==> src/rtl/bcd_pkg.sv <==
// bcd_pkg: shared BCD digit type, digit limit, controller states and digit helpers
package bcd_pkg;
  typedef logic [3:0] bcd_digit_t;
  localparam bcd_digit_t BCD_MAX = 4'd9;
  typedef enum logic [1:0] {IDLE, RUN, DONE} state_t;
  function automatic bcd_digit_t nines_comp(bcd_digit_t d);
    return BCD_MAX - d;
  endfunction
  function automatic logic digit_valid(bcd_digit_t d);
    return d <= BCD_MAX;
  endfunction
endpackage

==> src/rtl/bcd_addsub_seq_if.sv <==
// bcd_addsub_seq_if: operand request (in_valid/in_ready/op_sub/a/b/cin) and result (out_valid/out_ready/sum/cout/err) handshakes
interface bcd_addsub_seq_if #(parameter int NDIG = 8);
  logic in_valid, in_ready, op_sub, cin;
  logic out_valid, out_ready, cout, err;
  logic [4*NDIG-1:0] a, b, sum;
  modport master(output in_valid, op_sub, a, b, cin, out_ready, input in_ready, out_valid, sum, cout, err);
  modport slave(input in_valid, op_sub, a, b, cin, out_ready, output in_ready, out_valid, sum, cout, err);
endinterface

==> src/rtl/bcd_byte_add.sv <==
// bcd_byte_add: combinational two-digit BCD add, a/b byte + ci -> corrected byte s and decimal carry co
module bcd_byte_add (
  input  logic [7:0] a,
  input  logic [7:0] b,
  input  logic       ci,
  output logic [7:0] s,
  output logic       co
);
  logic [4:0] t0, t1;
  logic c0;
  always_comb begin
    t0 = 5'(a[3:0]) + 5'(b[3:0]) + 5'(ci);
    c0 = t0 > 5'd9;
    s[3:0] = c0 ? 4'(t0 - 5'd10) : t0[3:0];
    t1 = 5'(a[7:4]) + 5'(b[7:4]) + 5'(c0);
    co = t1 > 5'd9;
    s[7:4] = co ? 4'(t1 - 5'd10) : t1[3:0];
  end
endmodule

==> src/rtl/bcd_addsub_seq.sv <==
// bcd_addsub_seq: byte-serial packed-BCD add/sub; clk, rst (sync high), bus = operand and result handshakes
module bcd_addsub_seq
  import bcd_pkg::*;
#(
  parameter int NDIG = 8,
  localparam int CNT_W = $clog2(NDIG/2) + 1
) (
  input logic clk,
  input logic rst,
  bcd_addsub_seq_if.slave bus
);
  localparam int NB = NDIG / 2;
  localparam logic [CNT_W-1:0] LAST = CNT_W'(NB - 1);
  state_t state, state_n;
  logic [CNT_W-1:0] idx;
  logic [4*NDIG-1:0] a_r, b_r, b_lat, sum_r;
  logic carry, err_r, bad, co;
  logic [7:0] s_byte;
  always_comb begin
    b_lat = '0;
    bad = 1'b0;
    for (int i = 0; i < NDIG; i++) begin
      b_lat[4*i +: 4] = bus.op_sub ? nines_comp(bus.b[4*i +: 4]) : bus.b[4*i +: 4];
      if (!digit_valid(bus.a[4*i +: 4]) || !digit_valid(bus.b[4*i +: 4])) bad = 1'b1;
    end
  end
  bcd_byte_add u_add (.a(a_r[8*idx +: 8]), .b(b_r[8*idx +: 8]), .ci(carry), .s(s_byte), .co(co));
  always_comb begin
    state_n = (state == IDLE && bus.in_valid) ? RUN :
              (state == RUN && idx == LAST) ? DONE :
              (state == DONE && bus.out_ready) ? IDLE : state;
  end
  always_ff @(posedge clk) begin
    if (rst) state <= IDLE;
    else state <= state_n;
  end
  always_ff @(posedge clk) begin
    if (rst) begin
      idx <= '0;
      a_r <= '0;
      b_r <= '0;
      sum_r <= '0;
      carry <= 1'b0;
      err_r <= 1'b0;
    end else if (state == IDLE && bus.in_valid) begin
      idx <= '0;
      a_r <= bus.a;
      b_r <= b_lat;
      carry <= bus.op_sub ? !bus.cin : bus.cin;
      err_r <= bad;
    end else if (state == RUN) begin
      sum_r[8*idx +: 8] <= s_byte;
      carry <= co;
      idx <= idx + 1'b1;
    end
  end
  assign bus.in_ready = state == IDLE;
  assign bus.out_valid = state == DONE;
  assign bus.sum = err_r ? '0 : sum_r;
  assign bus.cout = err_r ? 1'b0 : carry;
  assign bus.err = err_r;
endmodule

==> src/flat_wrapper.sv <==
// flat-port wrapper written by rule: the top's interface ports become plain ports
module bcd_addsub_seq_flat import bcd_pkg::*;
#(
  parameter int NDIG = 8,
  localparam int CNT_W = $clog2(NDIG/2) + 1
)
  (clk, rst, bus_in_valid, bus_op_sub, bus_a, bus_b, bus_cin, bus_out_ready, bus_in_ready, bus_out_valid, bus_sum, bus_cout, bus_err);
  bcd_addsub_seq_if #(.NDIG(NDIG)) bus_i ();
  input logic clk;
  input logic rst;
  input wire logic [$bits(bus_i.in_valid)-1:0] bus_in_valid;
  input wire logic [$bits(bus_i.op_sub)-1:0] bus_op_sub;
  input wire logic [$bits(bus_i.a)-1:0] bus_a;
  input wire logic [$bits(bus_i.b)-1:0] bus_b;
  input wire logic [$bits(bus_i.cin)-1:0] bus_cin;
  input wire logic [$bits(bus_i.out_ready)-1:0] bus_out_ready;
  output wire logic [$bits(bus_i.in_ready)-1:0] bus_in_ready;
  output wire logic [$bits(bus_i.out_valid)-1:0] bus_out_valid;
  output wire logic [$bits(bus_i.sum)-1:0] bus_sum;
  output wire logic [$bits(bus_i.cout)-1:0] bus_cout;
  output wire logic [$bits(bus_i.err)-1:0] bus_err;
  assign bus_i.in_valid = bus_in_valid;
  assign bus_i.op_sub = bus_op_sub;
  assign bus_i.a = bus_a;
  assign bus_i.b = bus_b;
  assign bus_i.cin = bus_cin;
  assign bus_i.out_ready = bus_out_ready;
  assign bus_in_ready = bus_i.in_ready;
  assign bus_out_valid = bus_i.out_valid;
  assign bus_sum = bus_i.sum;
  assign bus_cout = bus_i.cout;
  assign bus_err = bus_i.err;
  bcd_addsub_seq #(.NDIG(NDIG)) u_core (.clk(clk), .rst(rst), .bus(bus_i));
endmodule
==> config.mk <==
export PLATFORM = sky130hd
export DESIGN_NAME = bcd_addsub_seq_flat
export DESIGN_NICKNAME = d
export VERILOG_FILES = /design/src/rtl/bcd_pkg.sv /design/src/rtl/bcd_addsub_seq_if.sv /design/src/rtl/bcd_byte_add.sv /design/src/rtl/bcd_addsub_seq.sv /design/src/flat_wrapper.sv
export SDC_FILE = /design/constraint.sdc
export NUM_CORES = 1
export LEC_CHECK = 0
export CAP_MARGIN = 25
export CORE_MARGIN = 3
export CORE_UTILIZATION = 57
export DETAILED_ROUTE_END_ITERATION = 8
export GPL_TIMING_DRIVEN = 0
export PLACE_DENSITY = 0.95
export SYNTH_ARGS = -nofsm -noshare
export SYNTH_HDL_FRONTEND = slang
export SYNTH_SLANG_ARGS = --single-unit
==> constraint.sdc <==
create_clock -name clk -period 12.1 [get_ports clk]
set_input_delay 1.21 -clock clk [delete_from_list [all_inputs] [get_ports clk]]
set_output_delay 1.21 -clock clk [all_outputs]
set_load 0.1 [all_outputs]
==> impl_metrics.yaml, run 1 <==
route:
  drt_pre_antenna_iters: 7
  ant_nets: 0
  wirelength_um: 16600
  vias: 5570
  drt-vias-per-instance: 6.06
  drt-wirelength-per-cell_um: 18.0
  drtIter0Drc: 440
  drc_errors: 0
clock_network:
  cts.sinks: 103
  cts_tree: "yes"
  h-tree-depth: 3
  cts_root_buffer: "clkbuf_8"
  cts_buffers: 9
  cts_setup_buffers: 0
  path_clk_slew_ns: 0.11
  cts_max_path_buffers: 2
  worstSkewPairLatency_ns: 0.38
  postCtsResizedCells: 0
  cts_hold_buf: 0
setup_path:
  reg2regPathDepth: 19
  r2r_start: "u_core.idx[0]"
  reg2reg_to: "u_core.sum_r[14]"
  crit_end: "u_core.sum_r[14]"
  r2r_slack_ns: 6.27
  required_ns: 12.40
  crit_arrival_ns: 6.13
  endpoint_kind: "flip-flop"
  critPathKind: "reg2reg"
  worstPathMaxFanout: 10
  crit_start: "u_core.idx[0]"
  startpoint_type: "flip-flop"
synth:
  synth_seq_cells: 103
  yosysWarningCount: 0
  syn-cell-area_um2: 5740
  yosys.area.top_type: "dfxtp_1"
  synth_enable_flop_cells: 0
  postSynthCellCount: 671
  syn_nets: 766
  synth_flop_cell: "dfxtp_1"
  avgSynthCellArea_um2: 8.55
  ys_seq_area_share_pct: 35.9
  ys_top_cells_by_area: "dfxtp_1, nand2_1, a211oi_1, mux4_2, a21oi_1"
  synthArstFlopShare_pct: 0
  synth_top_area_share_pct: 35.9
  synth.distinct_cells: 63
sta:
  skew_ns: 0.0135
  tightest_slew_ns: 0.977
  min_period_over_period_pct: 48.2
  relSlewSlack_pct: 34.6
  final_max_slew_viol_count: 0
  setup_viol: 0
  fin_setup_tns_ns: 0
  fin_crit_ns: 5.83
  clock.fmax_mhz: 172
  finalHoldViolCount: 0
  grt_setup_unrepaired: "no"
worst_hold_path:
  min_path_cells: 2
  hp-class: "reg2reg"
die:
  dieArea_um2: 11300
  core_um2: 9500
  ios: 106
  die_h_um: 106
  die_w_um: 106
  start_util_pct: 60.4
  num_rows: 35
layout:
  n_antenna_cell: 0
  nets: 880
  finalNonFillerCells: 919
  layout-drive-gt1-share_pct: 8.35
  area_delta_synth_final_pct: 24.0
power:
  power_uw: 846
  power.density_nw_per_um2: 119
  ir_worst_vdd_v: 0.0000690
  leakage_nw: 2.69
global_route:
  grt_pass1_vias: 5580
  track_usage_pct: 29.6
  antenna_found_initial: 0
  grt_pass1_wl_um: 26600
  grt_overflow: 0
  grt_max_degree: 20
job:
  cap_violations: 0
place:
  dp_cells: 903
  dpl.hpwl_um: 12700
  place_congestion: 0.917
  portBuffers: 103
run_status:
  outcome: "finished, final reports clean"
[routing by layer]
metal	vias up	share of wire, %	routed length (um)	GRT usage [%]
met4	0	3.2	533	14.2
li1	2556	-	-	-
met1	2597	38	6300	34.8
met3	51	9.1	1520	4.86
met2	366	50	8220	52.2
met5	-	0	0	0
[cells in the mapped netlist (3+ instances only)]
| library cell | number |
|---|---|
| buf_2 | 16 |
| xnor2_1 | 8 |
| nor2b_1 | 40 |
| nor2_1 | 57 |
| o21ai_0 | 21 |
| nor4_1 | 3 |
| clkbuf_1 | 31 |
| mux4_2 | 14 |
| and2_1 | 13 |
| nand2_1 | 96 |
| nand3_1 | 3 |
| nor3b_1 | 3 |
| xor2_1 | 9 |
| nand3b_1 | 5 |
| fa_1 | 4 |
| a211oi_1 | 43 |
| and3_1 | 3 |
| inv_1 | 26 |
| a21oi_1 | 59 |
| nand4_1 | 3 |
| o22ai_1 | 4 |
| mux2i_1 | 15 |
| nand2b_1 | 17 |
| dfxtp_1 | 103 |
| a31oi_1 | 5 |
| a21o_1 | 4 |
| ha_1 | 21 |
[layout make-up]
type	count	area, um2
timing repair buffer	103	1030
clock inverter	7	61.3
sequential	103	2060
clock buffer	9	124
fill	667	2390
buffer	50	215
inverter	26	97.6
multi-input combinational	492	3360
tap	129	161
[registers in the layout, summed over array words and instances (netlist names)]
| register | flops |
|---|---|
| u_core.a_r | 32 |
| u_core.b_r | 32 |
| u_core.bus.err | 1 |
| u_core.carry | 1 |
| u_core.idx | 3 |
| u_core.state | 2 |
| u_core.sum_r | 32 |
[where the power goes]
part	internal (mW)	switching [mW]
sequential	0.359	0.0129
combinational	0.104	0.157
clock	0.0789	0.134
total	0.542	0.304
[critical path: stages, from the launching register on]
cell and delay, ns:
dfxtp_1 0.35, buf_2 0.20, buf_2 0.40, mux4_2 0.57, and2_1 0.20, fa_1 0.42, inv_1 0.08, fa_1 0.52
and2_1 0.22, o211a_1 0.24, fa_1 0.38, inv_1 0.08, fa_1 0.46, inv_1 0.17, ha_1 0.19, nand2b_1 0.09
a22o_1 0.26, o31ai_4 0.32, mux2_4 0.37, o31ai_2 0.22
[how the worst min path moves through the flow]
stage	start	endpoint	slack, ns
floorplan	u_core.a_r[1]	u_core.a_r[1]	0.43
global placement	u_core.a_r[1]	u_core.a_r[1]	0.44
detailed placement	u_core.sum_r[8]	u_core.sum_r[8]	0.44
CTS	u_core.sum_r[8]	u_core.sum_r[8]	0.46
global route	u_core.b_r[1]	u_core.b_r[1]	0.48
finish	u_core.sum_r[8]	u_core.sum_r[8]	0.46
[per-stage QoR]
stage | area, um2 | utilization [%] | hold slack, ns | worst slack (ns)
2_1_floorplan | 5740 | - | 0.432 | 6.93
3_3_place_gp | 6930 | 72.9 | 0.439 | 6.51
3_5_place_dp | 6930 | 72.9 | 0.445 | 6.38
4_1_cts | 7110 | 74.9 | 0.458 | 6.31
5_1_grt | 7110 | 74.9 | 0.478 | 6.06
6_report | 7110 | 74.9 | 0.462 | 6.27
[kinds of logic after synthesis]
family / Yosys count / share of synthesized area (%)
simple gates: 254 / 21.8
buf+inv: 76 / 5.45
mux: 32 / 8.77
xor+xnor: 20 / 3.45
flops: 103 / 35.9
compound gates: 161 / 18.6
fa+ha+maj: 25 / 5.98
[cell usage in the layout, fill, tap and decap left out, drive strengths merged, types with 4 or more instances in the layout]
| cell type | count |
|---|---|
| fa | 4 |
| nor2 | 58 |
| dfxtp | 103 |
| and2 | 13 |
| a31oi | 5 |
| ha | 21 |
| mux2i | 15 |
| a211oi | 44 |
| xor2 | 11 |
| inv | 30 |
| nand2 | 96 |
| o22ai | 6 |
| clkbuf | 40 |
| a21oi | 61 |
| buf | 19 |
| a21o | 4 |
| nand2b | 17 |
| clkdlybuf4s50 | 103 |
| mux4 | 14 |
| o21ai | 22 |
| nand3b | 5 |
| xnor2 | 9 |
| nor2b | 40 |
Power figures use the tool's default switching activity.
==> inputs of run 2 (changes only) <==
--- a/config.mk
+++ b/config.mk
@@ -7,10 +7,10 @@
 export LEC_CHECK = 0
 export CAP_MARGIN = 25
 export CORE_MARGIN = 3
-export CORE_UTILIZATION = 57
+export CORE_UTILIZATION = 48
 export DETAILED_ROUTE_END_ITERATION = 8
 export GPL_TIMING_DRIVEN = 0
-export PLACE_DENSITY = 0.95
+export PLACE_DENSITY = 0.88
 export SYNTH_ARGS = -nofsm -noshare
 export SYNTH_HDL_FRONTEND = slang
 export SYNTH_SLANG_ARGS = --single-unit
==> constraint.sdc (replaced) <==
create_clock -name clk -period 5.2 [get_ports clk]
set_input_delay 0.52 -clock clk [delete_from_list [all_inputs] [get_ports clk]]
set_output_delay 0.52 -clock clk [all_outputs]
set_load 0.1 [all_outputs]
==> run 2 against run 1 <==
- non-clock buffer count grew 14
- first-iteration DRC count shrank 10%
- global-route usage shrank 4.8 points
- register-to-register slack lost 6.2 ns
- largest power group unchanged
- maximum frequency grew 14%
==> impl_metrics.yaml, run 2 (same netlist as run 1, synthesis figures left out) <==
run_status:
  outcome: "finished, final reports clean"
setup_path:
  worstPathMaxFanout: 9
  required_ns: 5.46
  path_cells: "buf_6 > buf_12 > mux4_2 > and2_1 > fa_1 > inv_2 > fa_2 > and2_1 > o211a_1 > fa_1 > inv_1 > fa_2 > inv_2 > ha_1 > nand2b_1 > a22o_4 > o31ai_4 > mux2_4 > o31ai_2"
  endpoint_kind: "flip-flop"
  path_depth: 19
  crit_slowest_cell: "mux4_2"
  max_stage_delay_ns: 0.54
  critPathKind: "reg2reg"
  cp_top_family: "adder cells"
  reg2regPathDepth: 19
  startpoint_type: "flip-flop"
  crit_arrival_ns: 5.36
  path_buf_inv: 5
die:
  die_h_um: 115
  start_util_pct: 49.6
  num_rows: 39
  die_w_um: 115
  dieArea_um2: 13300
  ios: 106
  core_um2: 11600
clock_network:
  cts_max_path_buffers: 2
  cts_root_buffer: "clkbuf_16"
  cts_hold_buf: 0
  cts.sinks: 103
  cts_buffers: 9
  cts_tree: "yes"
  h-tree-depth: 3
  worstSkewPairLatency_ns: 0.35
  path_clk_slew_ns: 0.08
layout:
  fin_util_pct: 64.0
  regArea_um2: 2060
  area_delta_synth_final_pct: 29.0
  final_common_cell: "clkdlybuf4s50_1"
  reg_top3: "u_core.a_r (32), u_core.b_r (32), u_core.sum_r (32)"
  num-fill-cells: 903
  n_antenna_cell: 0
  layout-drive-gt1-share_pct: 10.8
  nets: 894
  mostFrequentLayoutCells: "clkdlybuf4s50_1, dfxtp_1, nand2_1"
  design_area_um2: 7400
  multi_input_area_um2: 3390
  finalNonFillerCells: 947
power:
  pwr-share-clk_pct: 31.2
  pwr-share-seq_pct: 39.3
  p_sw_share_pct: 34.1
  combPwrFrac_pct: 29.4
  internal_power_mw: 1.45
  ir_worst_vdd_v: 0.000159
  p_switching_uw: 750
  leakage_nw: 2.83
  power.density_nw_per_um2: 297
sta:
  min_period_over_period_pct: 98.1
  finalHoldViolCount: 0
  fin_setup_tns_ns: 0
  final.setup.worst_slack_ns: 0.0983
  fin_crit_ns: 5.10
  skew_ns: 0.00967
  final_max_slew_viol_count: 0
  setup_viol: 0
  relSlewSlack_pct: 34.0
  clock.fmax_mhz: 196
  tightest_slew_ns: 0.987
place:
  place_congestion: 0.905
  portBuffers: 103
  dpl.hpwl_um: 11900
  placed_cell_area_um2: 6950
  place_ws_ns: -0.515
  dp_cells: 917
global_route:
  grt_max_degree: 21
  grt.busiest_layer: "met2"
  grt_overflow: 0
  antenna_found_initial: 0
  grt_pass1_vias: 5256
  grt_pass1_wl_um: 26000
  track_usage_pct: 24.8
  grt.met1_usage_pct: 31.9
  grtUsageMet2_pct: 42.3
  met3_usage_pct: 3.58
route:
  vias: 5435
  drtIter0Drc: 396
  drc_errors: 0
  ant_nets: 0
  drt-vias-per-instance: 5.74
  drt_pre_antenna_iters: 5
  wirelength_um: 16600
  drt-wirelength-per-cell_um: 17.5
job:
  cap_violations: 0
worst_hold_path:
  hp-class: "reg2reg"
  min_path_cells: 2
run 2: cell types whose count changed in the layout (fill, tap and decap cells not counted), sizes merged:
cell | before | now
inv | 30 | 31
clkinvlp | 2 | 1
buf | 19 | 32
clkbuf | 40 | 41
run 2: power groups by stage:
| stage | Sequential, mW | Clock (mW) | Combinational (mW) |
|---|---|---|---|
| floorplan | 0.876 | 0 | 0.412 |
| global placement | 0.880 | 0 | 0.571 |
| detailed placement | 0.881 | 0 | 0.589 |
| CTS | 0.863 | 0.684 | 0.605 |
| global route | 0.869 | 0.710 | 0.696 |
| finish | 0.865 | 0.687 | 0.647 |
run 2: final timing paths:
check	startpoint	endpoint	slack [ns]
worst max register to register	u_core.idx[0]	u_core.sum_r[14]	0.1
worst min register to register	u_core.a_r[21]	u_core.a_r[21]	0.46
worst max-delay path	u_core.idx[0]	u_core.sum_r[14]	0.1
worst min-delay path	u_core.a_r[21]	u_core.a_r[21]	0.46
run 2: final cells by class:
cell class / instances / share of cell area [%]
Buffer: 50 / 3.25
Clock buffer: 9 / 3.04
Clock inverter: 7 / 0.981
Inverter: 26 / 1.32
Multi-Input combinational cell: 492 / 45.8
Sequential cell: 103 / 27.9
Tap cell: 143 / 2.42
Timing Repair Buffer: 117 / 15.4
run 2: through the flow:
step           hold slack (ns)  power, mW
4_1_cts                  0.457       2.15
5_1_grt                  0.472       2.28
6_report                 0.457       2.20
2_1_floorplan            0.432       1.29
3_3_place_gp             0.439       1.45
3_5_place_dp             0.444       1.47
run 2: timing repair:
item	in CTS	in global routing
gates resized for setup	8	8
pin swaps	1	4
buffers inserted	2	12
cloned	0	0
endpoints found under the setup margin	13	12
run 2: routing by layer:
metal	wire length [um]	up-vias
li1	-	2575
met4	425	0
met2	8050	299
met1	6650	2522
met3	1460	39
met5	0	-
run 2: worst reg2reg max path, stage by stage (launching register included):
cell      delay (ns)
dfxtp_2         0.35
buf_6           0.11
buf_12          0.13
mux4_2          0.55
and2_1          0.21
fa_1            0.42
inv_2           0.08
fa_2            0.42
and2_1          0.18
o211a_1         0.24
fa_1            0.39
inv_1           0.09
fa_2            0.46
inv_2           0.08
ha_1            0.15
nand2b_1        0.11
a22o_4          0.27
o31ai_4         0.21
mux2_4          0.37
o31ai_2         0.22
==> inputs of run 3 (changes only) <==
--- a/config.mk
+++ b/config.mk
@@ -7,10 +7,11 @@
 export LEC_CHECK = 0
 export CAP_MARGIN = 25
 export CORE_MARGIN = 3
-export CORE_UTILIZATION = 48
+export CORE_UTILIZATION = 57
+export CTS_CLUSTER_SIZE = 10
 export DETAILED_ROUTE_END_ITERATION = 8
 export GPL_TIMING_DRIVEN = 0
-export PLACE_DENSITY = 0.88
+export PLACE_DENSITY = 0.95
 export SYNTH_ARGS = -nofsm -noshare
 export SYNTH_HDL_FRONTEND = slang
 export SYNTH_SLANG_ARGS = --single-unit
==> constraint.sdc (replaced) <==
create_clock -name clk -period 5.95 [get_ports clk]
set_input_delay 0.595 -clock clk [delete_from_list [all_inputs] [get_ports clk]]
set_output_delay 0.595 -clock clk [all_outputs]
set_load 0.1 [all_outputs]
==> run 3 against run 2 <==
- clock power down 37%
- power down 22%
- final cell count down 3.0%
- die area down 15%
- sequential share of layout area up 1.1 points
- register-to-register slack better by 0.12 ns
- largest cell class unchanged
==> impl_metrics.yaml, run 3 (same netlist as run 1, synthesis figures left out) <==
clock_network:
  cts_root_buffer: "clkbuf_8"
  cts_max_path_buffers: 2
  path_clk_slew_ns: 0.11
  cts_hold_buf: 0
  postCtsResizedCells: 0
  cts_buffers: 9
  cts.sinks: 103
  h-tree-depth: 3
  cts_tree: "yes"
  worstSkewPairLatency_ns: 0.38
  cts_setup_buffers: 0
job:
  cap_violations: 0
setup_path:
  cpMostUsedCell: "fa_1"
  required_ns: 6.25
  path_buf_inv: 5
  crit_arrival_ns: 6.03
  startpoint_type: "flip-flop"
  endpoint_kind: "flip-flop"
  max_stage_delay_ns: 0.55
  crit_slowest_cell: "mux4_2"
  critPathKind: "reg2reg"
  path_cells: "buf_2 > clkbuf_4 > mux4_2 > and2_1 > fa_1 > inv_1 > fa_1 > and2_1 > o211a_1 > fa_1 > inv_1 > fa_1 > inv_1 > ha_1 > nand2b_1 > a22o_1 > o31ai_4 > mux2_4 > o31ai_2"
  cp_top_family: "adder cells"
  worstPathMaxFanout: 10
layout:
  layout-drive-gt1-share_pct: 8.35
  nets: 880
  n_antenna_cell: 0
  mostFrequentLayoutCells: "clkdlybuf4s50_1, dfxtp_1, nand2_1"
  reg_top3: "u_core.a_r (32), u_core.b_r (32), u_core.sum_r (32)"
  num-fill-cells: 666
  area_delta_synth_final_pct: 24.1
worst_hold_path:
  hp-class: "reg2reg"
place:
  place_ws_ns: 0.232
  portBuffers: 103
  dpl.hpwl_um: 12700
  place_congestion: 0.917
route:
  drtIter0Drc: 445
  drt-vias-per-instance: 6.05
  drc_errors: 0
  drt-wirelength-per-cell_um: 18.0
  wirelength_um: 16600
  vias: 5564
  drt_pre_antenna_iters: 7
  ant_nets: 0
global_route:
  grt_max_degree: 20
  grt_pass1_vias: 5580
  antenna_found_initial: 0
  track_usage_pct: 29.6
  grt_pass1_wl_um: 26600
  grt_overflow: 0
power:
  pwr-share-clk_pct: 25.2
  p_sw_share_pct: 36.0
  p_switching_uw: 620
  combPwrFrac_pct: 30.8
  ir_worst_vdd_v: 0.000141
  internal_power_mw: 1.10
  power.density_nw_per_um2: 242
  leakage_nw: 2.69
  pwr-share-seq_pct: 43.9
sta:
  clock.fmax_mhz: 174
  tightest_slew_ns: 0.977
  relSlewSlack_pct: 34.6
  final_max_slew_viol_count: 0
  fin_crit_ns: 5.73
  grt_setup_unrepaired: "no"
  min_period_over_period_pct: 96.3
  skew_ns: 0.0145
  finalHoldViolCount: 0
  final.setup.worst_slack_ns: 0.219
  fin_setup_tns_ns: 0
  setup_viol: 0
die:
  ios: 106
  start_util_pct: 60.4
  num_rows: 35
  core_um2: 9500
  die_w_um: 106
  die_h_um: 106
  dieArea_um2: 11300
run_status:
  outcome: "finished, final reports clean"
==> run 3: cell types whose count changed in the layout (fill, tap and decap cells not counted), sizes merged <==
cell      change
buf          -14
clkinvlp      +1
inv           -1
==> run 3: per-layer routing <==
metal | vias up | wire [um] | global-route usage, % | part of all wire, %
met4 | 0 | 505 | 14.2 | 3.1
met3 | 51 | 1690 | 4.86 | 10
met2 | 362 | 8240 | 52.2 | 50
met5 | - | 0 | 0 | 0
met1 | 2599 | 6120 | 34.8 | 37
li1 | 2552 | - | - | -
==> run 3: through the flow <==
step	hold slack (ns)	std cells	utilization, %	power, mW	cell area [um2]
2_1_floorplan	0.432	671	-	1.13	5740
3_3_place_gp	0.439	903	72.9	1.26	6930
3_5_place_dp	0.445	903	72.9	1.29	6930
4_1_cts	0.458	919	74.9	1.70	7110
5_1_grt	0.478	919	74.9	1.78	7120
6_report	0.462	919	74.9	1.72	7120
==> run 3: final timing paths <==
path / startpoint / endpoint / slack (ns) / depth (start not counted)
max: u_core.idx[0] / u_core.sum_r[14] / 0.22 / 19
min: u_core.sum_r[8] / u_core.sum_r[8] / 0.46 / 2
max reg2reg: u_core.idx[0] / u_core.sum_r[14] / 0.22 / 19
min reg2reg: u_core.sum_r[8] / u_core.sum_r[8] / 0.46 / 2
==> run 3: area by class of cell <==
type / count / area [um2] / area share, %
buffer: 50 / 218 / 3.06
timing repair buffer: 103 / 1030 / 14.5
tap: 129 / 161 / 2.27
clock inverter: 7 / 61.3 / 0.861
inverter: 26 / 97.6 / 1.37
multi-input combinational: 492 / 3360 / 47.2
sequential: 103 / 2060 / 29.0
clock buffer: 9 / 124 / 1.74
==> run 3: tightest hold or removal path, delay by kind of cell (launching register included) <==
kind            cells  cell delay [ns]
compound gates      1             0.05
simple gates        1             0.05
flops               1             0.32
==> run 3: power groups by stage <==
stage / sequential (mW) / clock (mW) / combinational (mW)
finish: 0.757 / 0.434 / 0.531
global route: 0.761 / 0.453 / 0.571
CTS: 0.755 / 0.425 / 0.523
detailed placement: 0.770 / 0 / 0.517
global placement: 0.768 / 0 / 0.495
floorplan: 0.765 / 0 / 0.360
==> edit (flow settings as in run 2) <==
Reset style: asynchronous (`rst`), changed in 2 clocked blocks.
--- a/src/rtl/bcd_addsub_seq.sv
+++ b/src/rtl/bcd_addsub_seq.sv
@@ -31,9 +31,9 @@
               (state == DONE && bus.out_ready) ? IDLE : state;
   end
-  always_ff @(posedge clk) begin
+  always_ff @(posedge clk or posedge rst) begin
     if (rst) state <= IDLE;
     else state <= state_n;
   end
-  always_ff @(posedge clk) begin
+  always_ff @(posedge clk or posedge rst) begin
     if (rst) begin
       idx <= '0;
Formal check against the unedited RTL: differs if rst is asserted again (counterexample within 4 cycles, from zero or initial values and one cycle with rst high); with rst held inactive, the same outputs for 4 cycles.
==> edit against run 2 <==
Wire length shrank 13%; cell count shrank 15%; final area grew 1.2%; synthesized cell count shrank 20%; area after synthesis grew 0.79%; die area grew 0.74%; count of clock-buffer cells in the layout grew 1; worst setup slack gained 0.038 ns; sequential cell count is the same; critical endpoint is now u_core.sum_r[5]; hold slack gained 0.027 ns; sequential share of layout area grew 6.6 points; clock skew shrank 0.0050 ns.
Power is left out: the tool's default activity adds up to more than one toggle a clock period on the data nets, which glitch-free logic cannot reach.
==> edit: results (changes against run 2) <==
** Outcome
- The flow ran to the end, and the final reports show no timing, DRC or antenna violations.

** Logic synthesis
- Synthesized-area fraction occupied by ao, oa, aoi and oai cells :: 11.5% (-7.1 points)
- Predominant post-synthesis flop cell :: dfrtp_1
- List of most frequent post-synthesis cells :: 103 x dfrtp_1, 45 x mux2_1, 40 x a21oi_1
- The multiplexer area fraction after synthesis came to 16.7% (+7.9 points).
- Post-synthesis xor/xnor area fraction :: 3.33% (-0.11 points)
- The number of nets produced by synthesis is 633 (-17%).
- The number of unique standard cell types used by synthesis was 48 (-24%).
- Post-synthesis sequential area ratio :: 44.6% (+8.6 points)
- Async set or reset register ratio after synthesis :: 100% (+100 points)
- Adder-cell share of the synthesized area :: 6.36% (+0.39 points)
- Ranking of synthesized cells by area :: dfrtp_1 45%, mux2_1 8.8%, mux4_2 5.5%

** Global routing
- The via count of the first global-routing pass is 4850 (-7.7%).
- Met3 track demand over resource :: 4.96% (+1.4 points)
- Global Route met2 Usage :: 39.0% (-3.3 points)
- The pin count of the biggest net entering global routing is 61 (+190%).
- The wire length of the first global-routing pass is 23.5 mm (-9.5%).
- Global-route total usage across every layer :: 22.8% (-2.0 points)
- Met1 GRT Util :: 27.8% (-4.1 points)

** Hold path
- Hold endpoint :: u_core.b_r[9]
- Min-Delay Startpoint :: u_core.b_r[9]
- The hold path depth was 1 (-1).

** Finish
- Number of nets in the final layout :: 752 (-16%)
- Layout cell share with drive strength beyond 1 :: 10.8% (-0.063 points)

** Timing
- The largest clock skew in the final design is 0.00464 ns (-0.00503 ns).
- Final Critical Period :: 5.06 ns (-0.0376 ns)
- The worst-case headroom to the max-slew limit came to 34.6% (+0.60 points).
- Worst hold-check slack :: 0.484 ns (+0.0274 ns)

** Worst setup path
- Start point of the critical path :: u_core.idx[0]
- Worst setup path endpoint :: u_core.sum_r[5]
- The slack of the worst reg-to-reg path was 0.14 ns (+0.04 ns).
- The number of cells on the worst reg-to-reg path was 18 (-1).
- The data arrival time of the critical path came to 5.30 ns (-0.06 ns).

** Place
- The pre-CTS setup slack came to -0.691 ns (-0.177 ns).
- Number of placed instances with taps included :: 784 (-15%)
- HPWL after DPL :: 10.8 mm (-9.2%)
- Routability cong. :: 0.897 (-0.92%)
- The number of input and output port buffers inserted came to 104 (+0.97%).
- Post-detailed-placement cell area :: 0.00702 mm2 (+1.1%)

** Detailed routing
- The average wire per standard cell is 18.0 um (+3.0%).
- The detailed-route wire length was 14.5 mm (-13%).
- The routed metal-1 wire length came to 5.90 mm (-11%).
- Drt initial violations :: 214 (-46%)
- Via count :: 4541 (-16%)
- Total length of routed met3 wires :: 916 um (-37%)

** CTS
- The level count of the clock H-tree is 3 (unchanged).
- The post-cts sizing count was 12 (+4).
==> edit: cell count changes after synthesis, sizes merged, moves of 9 or more <==
cell           run 2  this run
dfxtp            103         0
nor2              58        32
a21oi             61        41
a22o               1        16
clkbuf            31        11
dfrtp              0       103
o21ai             22        31
nand2             96        31
a211oi            44         6
mux2               3        46
nand2b            17         4
==> edit: area by class of cell <==
| class | count | area, um2 | area share [%] |
|---|---|---|---|
| multi-input combinational | 376 | 3030 | 40.5 |
| sequential | 103 | 2580 | 34.4 |
| timing repair buffer | 108 | 1080 | 14.5 |
| clock buffer | 10 | 229 | 3.06 |
| tap | 143 | 179 | 2.39 |
| buffer | 27 | 139 | 1.85 |
| clock inverter | 6 | 133 | 1.77 |
| inverter | 30 | 115 | 1.54 |
==> edit: metrics by stage <==
stage	util [%]	TNS, ns
global route	64.5	-0.0298
floorplan	-	0
finish	64.5	0
detailed placement	60.5	-5.41
CTS	64.1	0
global placement	60.3	-3.20
